File: config.mk
export PLATFORM = sky130hd
export DESIGN_NAME = alu_seq_64
export DESIGN_NICKNAME = d
export VERILOG_FILES = /design/src/rtl/alu_seq_defs.sv /design/src/rtl/chunk_addsub.sv /design/src/rtl/alu_seq_64.sv
export SDC_FILE = /design/constraint.sdc
export NUM_CORES = 1
export LEC_CHECK = 0
export ABC_AREA = 1
export BUFFER_PORTS_ARGS = -buffer_cell sky130_fd_sc_hd__buf_2
export CAP_MARGIN = 25
export CORE_MARGIN = 2
export CORE_UTILIZATION = 56
export DETAILED_ROUTE_END_ITERATION = 10
export GPL_TIMING_DRIVEN = 1
export PLACE_DENSITY = 0.81
export SLEW_MARGIN = 10
export SYNTH_ARGS = -nofsm -noshare
export SYNTH_HDL_FRONTEND = slang
export SYNTH_SLANG_ARGS = --single-unit
File: constraint.sdc
create_clock -name clk -period 10.8 [get_ports clk]
set_input_delay 3.24 -clock clk [delete_from_list [all_inputs] [get_ports clk]]
set_output_delay 3.24 -clock clk [all_outputs]
set_load 0.05 [all_outputs]
File: src/rtl/alu_seq_defs.sv
// ============================================================================
// Module   : alu_seq_defs (package)
// Purpose  : Shared constants for the multi-cycle Y86-64 execute ALU:
//            ifun operation codes, FSM state encodings and default widths.
// Revision : 1.0 - initial release
// ============================================================================
`default_nettype none

package alu_seq_defs;

  // Default datapath geometry
  localparam int N_DEF     = 64;
  localparam int CHUNK_DEF = 16;

  // ifun operation codes (OPq group)
  localparam logic [3:0] ALU_ADD = 4'd0;
  localparam logic [3:0] ALU_SUB = 4'd1;
  localparam logic [3:0] ALU_AND = 4'd2;
  localparam logic [3:0] ALU_XOR = 4'd3;

  // Controller states
  localparam logic [1:0] ST_IDLE = 2'd0;
  localparam logic [1:0] ST_RUN  = 2'd1;
  localparam logic [1:0] ST_DONE = 2'd2;

  // Only the four OPq codes are defined; everything else raises err.
  function automatic logic ifun_legal(input logic [3:0] f);
    return (f <= ALU_XOR);
  endfunction

endpackage

`default_nettype wire

File: src/rtl/chunk_addsub.sv
// ============================================================================
// Module   : chunk_addsub
// Purpose  : CHUNK-bit ripple adder built from gate-level full adders.
//            Operand a is optionally inverted (inv_a) so the same cell does
//            b + a + cin and b + ~a + cin (subtraction with cin = 1).
// Ports    : a, b    [CHUNK-1:0] in   operands
//            inv_a               in   invert a before adding
//            cin                 in   carry in
//            sum     [CHUNK-1:0] out  b + (inv_a ? ~a : a) + cin
//            cout                out  carry out of the top bit
// Revision : 1.0 - initial release
// ============================================================================
`default_nettype none

module chunk_addsub #(
  parameter int CHUNK = 16
) (
  input  logic [CHUNK-1:0] a,
  input  logic [CHUNK-1:0] b,
  input  logic             inv_a,
  input  logic             cin,
  output logic [CHUNK-1:0] sum,
  output logic             cout
);

  wire [CHUNK:0]   w_c;
  wire [CHUNK-1:0] w_sum;
  wire             w_ninv;

  assign w_c[0] = cin;
  not u_ninv (w_ninv, inv_a);

  for (genvar i = 0; i < CHUNK; i++) begin : g_fa
    wire w_na, w_s0, w_s1, w_ai;
    wire w_p, w_g, w_t;

    // Operand select: a[i] when inv_a=0, ~a[i] when inv_a=1.
    not u_na  (w_na, a[i]);
    and u_s0  (w_s0, a[i], w_ninv);
    and u_s1  (w_s1, w_na, inv_a);
    or  u_sel (w_ai, w_s0, w_s1);

    // Full adder: propagate/generate form.
    xor u_p   (w_p, w_ai, b[i]);
    xor u_s   (w_sum[i], w_p, w_c[i]);
    and u_g   (w_g, w_ai, b[i]);
    and u_t   (w_t, w_p, w_c[i]);
    or  u_co  (w_c[i+1], w_g, w_t);
  end

  assign sum  = w_sum;
  assign cout = w_c[CHUNK];

endmodule

`default_nettype wire

File: src/rtl/alu_seq_64.sv
// ============================================================================
// Module   : alu_seq_64
// Purpose  : Multi-cycle Y86-64 execute-stage ALU. Processes addq/subq/andq/
//            xorq CHUNK bits per cycle (LSB chunk first) with the carry held
//            in a register between chunks; registers the result and the
//            zf/sf/of condition codes when the last chunk completes.
// Ports    : clk               in   rising-edge clock
//            rst_n             in   asynchronous active-low reset
//            start             in   operation request (sampled when ready)
//            ifun    [3:0]     in   0 addq, 1 subq, 2 andq, 3 xorq
//            val_a   [N-1:0]   in   operand A
//            val_b   [N-1:0]   in   operand B
//            busy              out  high while chunks are being processed
//            done              out  one-cycle pulse: val_e/flags valid
//            val_e   [N-1:0]   out  B+A, B-A, B&A or B^A
//            zf, sf, of        out  condition codes
//            err               out  previous ifun was illegal
// Revision : 1.0 - initial release
// ============================================================================
`default_nettype none

module alu_seq_64
  import alu_seq_defs::*;
#(
  parameter int N     = N_DEF,
  parameter int CHUNK = CHUNK_DEF
) (
  input  logic         clk,
  input  logic         rst_n,
  input  logic         start,
  input  logic [3:0]   ifun,
  input  logic [N-1:0] val_a,
  input  logic [N-1:0] val_b,
  output logic         busy,
  output logic         done,
  output logic [N-1:0] val_e,
  output logic         zf,
  output logic         sf,
  output logic         of,
  output logic         err
);

  localparam int              NCH      = N / CHUNK;
  localparam int              IDXW     = (NCH > 1) ? $clog2(NCH) : 1;
  localparam logic [IDXW-1:0] LAST_IDX = IDXW'(NCH - 1);

  // --------------------------------------------------------------------------
  // State
  // --------------------------------------------------------------------------
  logic [1:0]      state_q, state_d;
  logic [IDXW-1:0] idx_q, idx_d;
  logic            carry_q, carry_d;
  logic [3:0]      ifun_q, ifun_d;
  logic [N-1:0]    a_q, a_d;       // shifts right one chunk per RUN cycle
  logic [N-1:0]    b_q, b_d;
  logic            a_sgn_q, a_sgn_d; // operand sign bits kept for overflow
  logic            b_sgn_q, b_sgn_d;
  logic [N-1:0]    res_q, res_d;   // partial-result shift register
  logic [N-1:0]    val_e_q, val_e_d;
  logic            zf_q, zf_d;
  logic            sf_q, sf_d;
  logic            of_q, of_d;
  logic            err_q, err_d;

  // --------------------------------------------------------------------------
  // Chunk datapath: always operates on the low chunk of the shifting operands
  // --------------------------------------------------------------------------
  logic [CHUNK-1:0] w_a_chunk, w_b_chunk, w_sum, w_chunk_res;
  logic             w_cout, w_sub;
  logic [N-1:0]     w_res_full;
  logic             w_of;

  assign w_a_chunk = a_q[CHUNK-1:0];
  assign w_b_chunk = b_q[CHUNK-1:0];
  assign w_sub     = (ifun_q == ALU_SUB);

  chunk_addsub #(
    .CHUNK (CHUNK)
  ) u_chunk (
    .a     (w_a_chunk),
    .b     (w_b_chunk),
    .inv_a (w_sub),
    .cin   (carry_q),
    .sum   (w_sum),
    .cout  (w_cout)
  );

  always_comb begin
    w_chunk_res = '0;
    case (ifun_q)
      ALU_ADD, ALU_SUB: w_chunk_res = w_sum;
      ALU_AND:          w_chunk_res = w_b_chunk & w_a_chunk;
      ALU_XOR:          w_chunk_res = w_b_chunk ^ w_a_chunk;
      default:          w_chunk_res = '0;
    endcase
  end

  // New chunk enters at the top; after NCH shifts chunk 0 sits at the bottom.
  assign w_res_full = {w_chunk_res, res_q[N-1:CHUNK]};

  always_comb begin
    w_of = 1'b0;
    case (ifun_q)
      ALU_ADD: w_of = (a_sgn_q == b_sgn_q) && (w_res_full[N-1] != b_sgn_q);
      ALU_SUB: w_of = (a_sgn_q != b_sgn_q) && (w_res_full[N-1] != b_sgn_q);
      default: w_of = 1'b0;
    endcase
  end

  // --------------------------------------------------------------------------
  // Next-state logic
  // --------------------------------------------------------------------------
  always_comb begin
    state_d = state_q;
    idx_d   = idx_q;
    carry_d = carry_q;
    ifun_d  = ifun_q;
    a_d     = a_q;
    b_d     = b_q;
    a_sgn_d = a_sgn_q;
    b_sgn_d = b_sgn_q;
    res_d   = res_q;
    val_e_d = val_e_q;
    zf_d    = zf_q;
    sf_d    = sf_q;
    of_d    = of_q;
    err_d   = err_q;

    case (state_q)
      ST_IDLE, ST_DONE: begin
        if (start) begin
          state_d = ST_RUN;
          idx_d   = '0;
          carry_d = (ifun == ALU_SUB);  // +1 completes the two's complement
          ifun_d  = ifun;
          a_d     = val_a;
          b_d     = val_b;
          a_sgn_d = val_a[N-1];
          b_sgn_d = val_b[N-1];
          err_d   = 1'b0;
        end else begin
          state_d = ST_IDLE;
        end
      end

      ST_RUN: begin
        carry_d = w_cout;
        idx_d   = idx_q + 1'b1;
        a_d     = a_q >> CHUNK;
        b_d     = b_q >> CHUNK;
        res_d   = w_res_full;
        if (idx_q == LAST_IDX) begin
          // Carry out of the top chunk is dropped: mod 2^N arithmetic.
          state_d = ST_DONE;
          idx_d   = '0;
          if (ifun_legal(ifun_q)) begin
            val_e_d = w_res_full;
            zf_d    = (w_res_full == '0);
            sf_d    = w_res_full[N-1];
            of_d    = w_of;
            err_d   = 1'b0;
          end else begin
            // Illegal op: zero result, condition codes left untouched.
            val_e_d = '0;
            err_d   = 1'b1;
          end
        end
      end

      default: state_d = ST_IDLE;
    endcase
  end

  // --------------------------------------------------------------------------
  // Registers
  // --------------------------------------------------------------------------
  always_ff @(posedge clk or negedge rst_n) begin
    if (!rst_n) begin
      state_q <= ST_IDLE;
      idx_q   <= '0;
      carry_q <= 1'b0;
      ifun_q  <= '0;
      a_q     <= '0;
      b_q     <= '0;
      a_sgn_q <= 1'b0;
      b_sgn_q <= 1'b0;
      res_q   <= '0;
      val_e_q <= '0;
      zf_q    <= 1'b0;
      sf_q    <= 1'b0;
      of_q    <= 1'b0;
      err_q   <= 1'b0;
    end else begin
      state_q <= state_d;
      idx_q   <= idx_d;
      carry_q <= carry_d;
      ifun_q  <= ifun_d;
      a_q     <= a_d;
      b_q     <= b_d;
      a_sgn_q <= a_sgn_d;
      b_sgn_q <= b_sgn_d;
      res_q   <= res_d;
      val_e_q <= val_e_d;
      zf_q    <= zf_d;
      sf_q    <= sf_d;
      of_q    <= of_d;
      err_q   <= err_d;
    end
  end

  // --------------------------------------------------------------------------
  // Outputs
  // --------------------------------------------------------------------------
  assign busy  = (state_q == ST_RUN);
  assign done  = (state_q == ST_DONE);
  assign val_e = val_e_q;
  assign zf    = zf_q;
  assign sf    = sf_q;
  assign of    = of_q;
  assign err   = err_q;

endmodule

`default_nettype wire

# Yosys cells after proc, flatten, opt, wreduce, memory -nomap -nowiden
# Index checks and enable logic that the tools add are counted.
[classes]
add_sub_neg = 1
n_lt_le_gt_ge = 1
n_eq_ne = 12
mux = 19
bitwise = 147
reduce_logical = 13
[ops]
columns = ["operator", "count"]
rows = [
  ["64-bit case mux with 2 select lines", 2],
  ["64-bit 2-to-1 mux", 3],
  ["1-bit AND", 64],
  ["64-bit zero test", 1],
  ["16-bit case mux with 3 select lines", 1],
  ["1-bit bitwise OR", 32],
  ["1-bit bitwise XOR", 32],
  ["1-bit inverter", 17],
  ["16-bit AND", 1],
  ["16-bit bitwise XOR", 1],
  ["4-bit by 1-bit == test with 1-bit output, second input constant", 2],
  ["4-bit by 2-bit == test with 1-bit output, second input constant", 2],
  ["2-bit case mux with 2 select lines", 2],
  ["2-bit 2-to-1 mux", 3],
  ["1-bit case mux with 2 select lines", 3],
  ["2-bit AND reduction", 3],
  ["3-bit AND reduction", 2],
  ["1-bit 2-to-1 mux", 5],
  ["2-bit == test, second input constant", 2],
  ["4-bit by 2-bit <= comparator with 1-bit output, second input constant", 1],
  ["4-bit zero test", 1],
  ["2-bit OR reduction", 2],
  ["2-bit by 1-bit adder with 2-bit output, second input constant", 1],
  ["2-bit by 1-bit == test with 1-bit output, second input constant", 1],
  ["other kinds (7)", 9],
]
[totals]
reg_bits = 271
in_bits = 135
out_inout_bits = 70
word_cells = 207

# Depth between registers and ports, before layout
[depth]
depth_word = 40
mapped_depth = 29
depth_no_buf = 28

# Cells and area by module
# Synthesis repeated with hierarchy kept, for this count alone.
[unflattened]
cells_unflattened = 1302
hier_area_um2 = 11840.1
[modules_own_cells]
columns = ["mod", "n_inst", "cells_each", "area_each_um2", "seq_area_each_um2"]
rows = [
  ["alu_seq_64", 1, 1188, 11128.2, 6381.1],
  ["chunk_addsub", 1, 114, 711.9, 0.0],
]

# Worst setup path after synthesis
# OpenSTA, ideal clock, no wires.
[synth_path]
kind = "register -> register"
start = "register ifun_q[3]"
end = "register zf_q (netlist: zf)"
setup_ps = 118
arrival_ps = 8007
required_time_ps = 10682
setup_slack_ps = 2675
path_stages_with_launch = 30
n_path_buf = 1
synth_period_minus_slack_ps = 8125
path_cell_list = "dfrtp_1 -> nor2_4 -> nand3_4 -> buf_2 -> xor2_1 -> fa_1 -> inv_1 -> fa_1 -> fa_1 -> fa_1 -> fa_1 -> fa_1 -> fa_1 -> fa_1 -> fa_1 -> fa_1 -> fa_1 -> fa_1 -> fa_1 -> fa_1 -> inv_1 -> fa_1 -> fa_1 -> nand3b_1 -> nand3_1 -> nor2_1 -> nand2_1 -> nor2_1 -> nand3_1 -> nand2_1"
[synth_between]
elab_chain_cells = 38
word_cells_on_any_way = 135
cone_classes = "1 x order compare; 3 x eq/ne; 1 x mux; 126 x bitwise; 4 x reduce/logical"
[synth_lines]
columns = ["item", "line_no", "rtl"]
rows = [
  ["start: declaration", "alu_seq_64.sv:53", "logic [3:0] ifun_q, ifun_d;"],
  ["start signal: assignment", "alu_seq_64.sv:197", "ifun_q <= ifun_d;"],
  ["4-bit by 1-bit == test with 1-bit output", "alu_seq_64.sv:75, alu_seq_64.sv:90", ""],
  ["1-bit inverter", "chunk_addsub.sv:31", "not u_ninv (w_ninv, inv_a);"],
  ["1-bit AND", "chunk_addsub.sv:39", "and u_s0 (w_s0, a[i], w_ninv);"],
  ["1-bit bitwise OR", "chunk_addsub.sv:41", "or u_sel (w_ai, w_s0, w_s1);"],
  ["1-bit bitwise XOR", "chunk_addsub.sv:44", "xor u_p (w_p, w_ai, b[i]);"],
  ["1-bit AND", "chunk_addsub.sv:47", "and u_t (w_t, w_p, w_c[i]);"],
  ["1-bit bitwise OR", "chunk_addsub.sv:48", "or u_co (w_c[i+1], w_g, w_t);"],
  ["1-bit AND", "chunk_addsub.sv:47", ""],
  ["(+22 left out)", "--", ""],
  ["1-bit bitwise OR", "chunk_addsub.sv:48", ""],
  ["1-bit AND", "chunk_addsub.sv:47", ""],
  ["1-bit bitwise OR", "chunk_addsub.sv:48", ""],
  ["1-bit AND", "chunk_addsub.sv:47", ""],
  ["1-bit bitwise OR", "chunk_addsub.sv:48", ""],
  ["1-bit bitwise XOR", "chunk_addsub.sv:45", "xor u_s (w_sum[i], w_p, w_c[i]);"],
  ["16-bit case mux with 3 select lines", "alu_seq_64.sv:90", "case (ifun_q)"],
  ["64-bit zero test", "alu_seq_64.sv:158", "zf_d = (w_res_full == '0);"],
  ["end signal: assignment", "alu_seq_64.sv:204", "zf_q <= zf_d;"],
  ["end: declaration", "alu_seq_64.sv:60", "logic zf_q, zf_d;"],
]
# Several ways; a longest one is shown, not always the timed one.
# A chain may end at the register's enable or synchronous reset.

# Worst setup path in the final report
# Same ends and word-level chain as after synthesis.

==> flow_summary.json <==
{
  "use_met3": 0.03436,
  "ys.flop_type": "dfrtp_1",
  "vias_per_cell": 5.561,
  "leakage_uw": 0.006649,
  "coreArea_sq_mm": 0.02030,
  "synthTopCellsByCount": "dfrtp_1 (255), nand2_1 (202), inv_1 (159), o21ai_0 (124), nor3_1 (97)",
  "top_usage_layer": "met2",
  "clock_skew_ns": 0.01497,
  "worst_pin_slew_ns": 0.9704,
  "ir_drop_mv": 0.2879,
  "status": "completed",
  "yosysSeqAreaShare": 0.5489,
  "start_util": 0.5727,
  "htreeDepth": 1,
  "r2r_slack_ns": 1.64,
  "finalSetupViolations": 0,
  "num_vias": 9226,
  "hp-class": "register to register",
  "final_antenna_net_count": 0,
  "fin_setup_tns_ns": 0,
  "crit_type": "register to register",
  "place_hpwl_microns": 19670,
  "wirelength_microns": 28820,
  "critPathRequiredTime_ns": 11.21,
  "synth_edf_count": 0,
  "critPathSlowestCell": "nor2_4",
  "crit_buf_inv": 2,
  "wl_per_cell_microns": 17.37,
  "die_area_sq_mm": 0.02193,
  "route.detailed.drc": 0,
  "clock_path_buffers": 3,
  "yosys.area.top_type_share": 0.5489,
  "synth_warnings": 0,
  "syn-num-nets": 1380,
  "cpPeakStageDelay_ns": 0.63,
  "slew_headroom": 0.3531,
  "place_inst": 1616,
  "max_freq_mhz": 109.2,
  "root_buffer": "clkbuf_16",
  "synthAdderAreaFrac": 0.04585,
  "dieWidth_microns": 148.1,
  "io_buffers": 204,
  "tritoncts": "yes",
  "synth_top_family_by_area": "simple AND/OR/NAND/NOR gates",
  "finalHoldViolCount": 0,
  "fin_nets": 1542,
  "clock_latency_ns": 0.52,
  "synth-simple-area-share": 0.1632,
  "crit_top_cell": "fa_1",
  "start_kind": "register",
  "synth_cell_types": 32,
  "cts_sinks": 255,
  "synth.most_common_cell": "dfrtp_1",
  "crit_family": "adder cells",
  "maxSlewViolCount": 0,
  "synthArstFlopShare": 1.000,
  "grt_overflow_total": 0,
  "area_growth_pct": 15.81,
  "grt_max_degree": 119,
  "synth_cells": 1212,
  "groute.layer.met1.usage": 0.3901,
  "fin_cells": 1659,
  "arrival_ns": 9.56,
  "num_rows": 52,
  "ys_ff_latch": 255,
  "synth.area.top_cells": "dfrtp_1 (55%), nand2_1 (6.5%), a221oi_1 (5.3%), o21ai_0 (5.3%), inv_1 (5.1%)",
  "fin_crit_sh": 0.8479,
  "diodes": 0,
  "io_pins": 205,
  "gp_congestion": 0.8638,
  "grt_pass1_vias": 8955,
  "synth-xor-area-share": 0.01281,
  "utilization": 0.6632,
  "synth_compound_area_frac": 0.1411,
  "grt_use_total": 0.2690,
  "cap_violations": 0,
  "postCtsSetupBuffers": 0,
  "clk_pin_slew_ns": 0.06,
  "drt_iter0_drc": 655,
  "numCtsBuffers": 26,
  "rsz0062_at_grt": "false",
  "first_pass_iters": 5,
  "synth_top_area_cell": "dfrtp_1",
  "avgSynthCellArea_sq_um": 9.592,
  "worstSetupEndpointType": "register",
  "antenna_found_initial": 1,
  "min_period_ns": 9.157,
  "die_h_microns": 148.1,
  "cts_resized": 0,
  "drive_gt1_frac": 0.2045,
  "grt_first_pass_wirelength_microns": 47220,
  "use_met2": 0.4313,
  "synthMuxAreaShare": 0,
  "hold_buffers": 0,
  "cellPowerDensity_mw_per_mm2": 358.3,
  "mappedNetlistArea_sq_mm": 0.01162,
  "crit_path_max_fanout": 34
}
## per-layer routing
layer	vias up	share of wire
li1	4373	-
met1	4433	0.43
met2	364	0.48
met3	54	0.066
met4	2	0.028
met5	-	0.00045
## layout by cell type (no fill, tap or decap), types with 17 or more instances in the layout
cell type    n
dfrtp_1    255
buf_2      203
nand2_1    201
inv_1      159
o21ai_0    124
nor3_1      97
a221oi_1    71
nor2_1      62
nand3_1     40
clkbuf_16   27
a22o_1      18
xor2_1      17
ha_1        17
## logic make-up after synthesis
group	after synthesis
and+or+nand+nor	425
adders and majority gates	33
AOI/OAI and AO/OA	239
DFF	255
buffers and inverters	243
xor gates and xnor gates	17
## path summary, 6_finish.rpt
check / cells after the start / start / to
setup / recovery: 28 / ifun_q[3] / zf
hold / removal: 2 / val_e[61] / val_e[61]
max in group asynchronous: 2 / rst_n / res_q[47]
setup reg to reg: 28 / ifun_q[3] / zf
min in group asynchronous: 1 / rst_n / val_e[2]
hold reg to reg: 2 / val_e[61] / val_e[61]
## sequential cells by signal, indices dropped and copies added, names as in the netlist
register	flops
val_e	64
of	1
a_sgn_q	1
idx_q	2
res_q	48
a_q	64
ifun_q	4
zf	1
b_q	64
err	1
b_sgn_q	1
sf	1
state_q	2
carry_q	1
## tightest hold or removal path: cells and delay by family, from the launching register on
| kind | cells | cell delay (ns) |
|---|---|---|
| and+or+nand+nor | 2 | 0.10 |
| DFF | 1 | 0.34 |
## layout make-up
class / instances / area (sq um)
multi-input cells: 714 / 4227
repair buffers: 213 / 1099
fillers: 1616 / 6837
well taps: 270 / 337.8
clock buffers: 39 / 780.7
clock inverters: 4 / 22.52
flip-flops and latches: 255 / 6381
inverters: 164 / 615.6
## report_power, final
part | switching, uW | internal [uW]
clock network | 351 | 494
logic | 1620 | 728
registers | 249 | 1380
## stage by stage
stage | area (sq um) | setup slack (ns) | hold WS [ns] | power (uW)
after floorplan | 11620 | 2.675 | 0.4530 | 3393
after global placement | 12660 | 1.787 | 0.4578 | 3908
after detailed placement | 12660 | 1.668 | 0.4596 | 3976
after CTS | 13460 | 1.610 | 0.4767 | 4838
after global routing | 13460 | 1.208 | 0.5036 | 5185
final | 13460 | 1.643 | 0.4769 | 4824
Power figures use the tool's default switching activity.
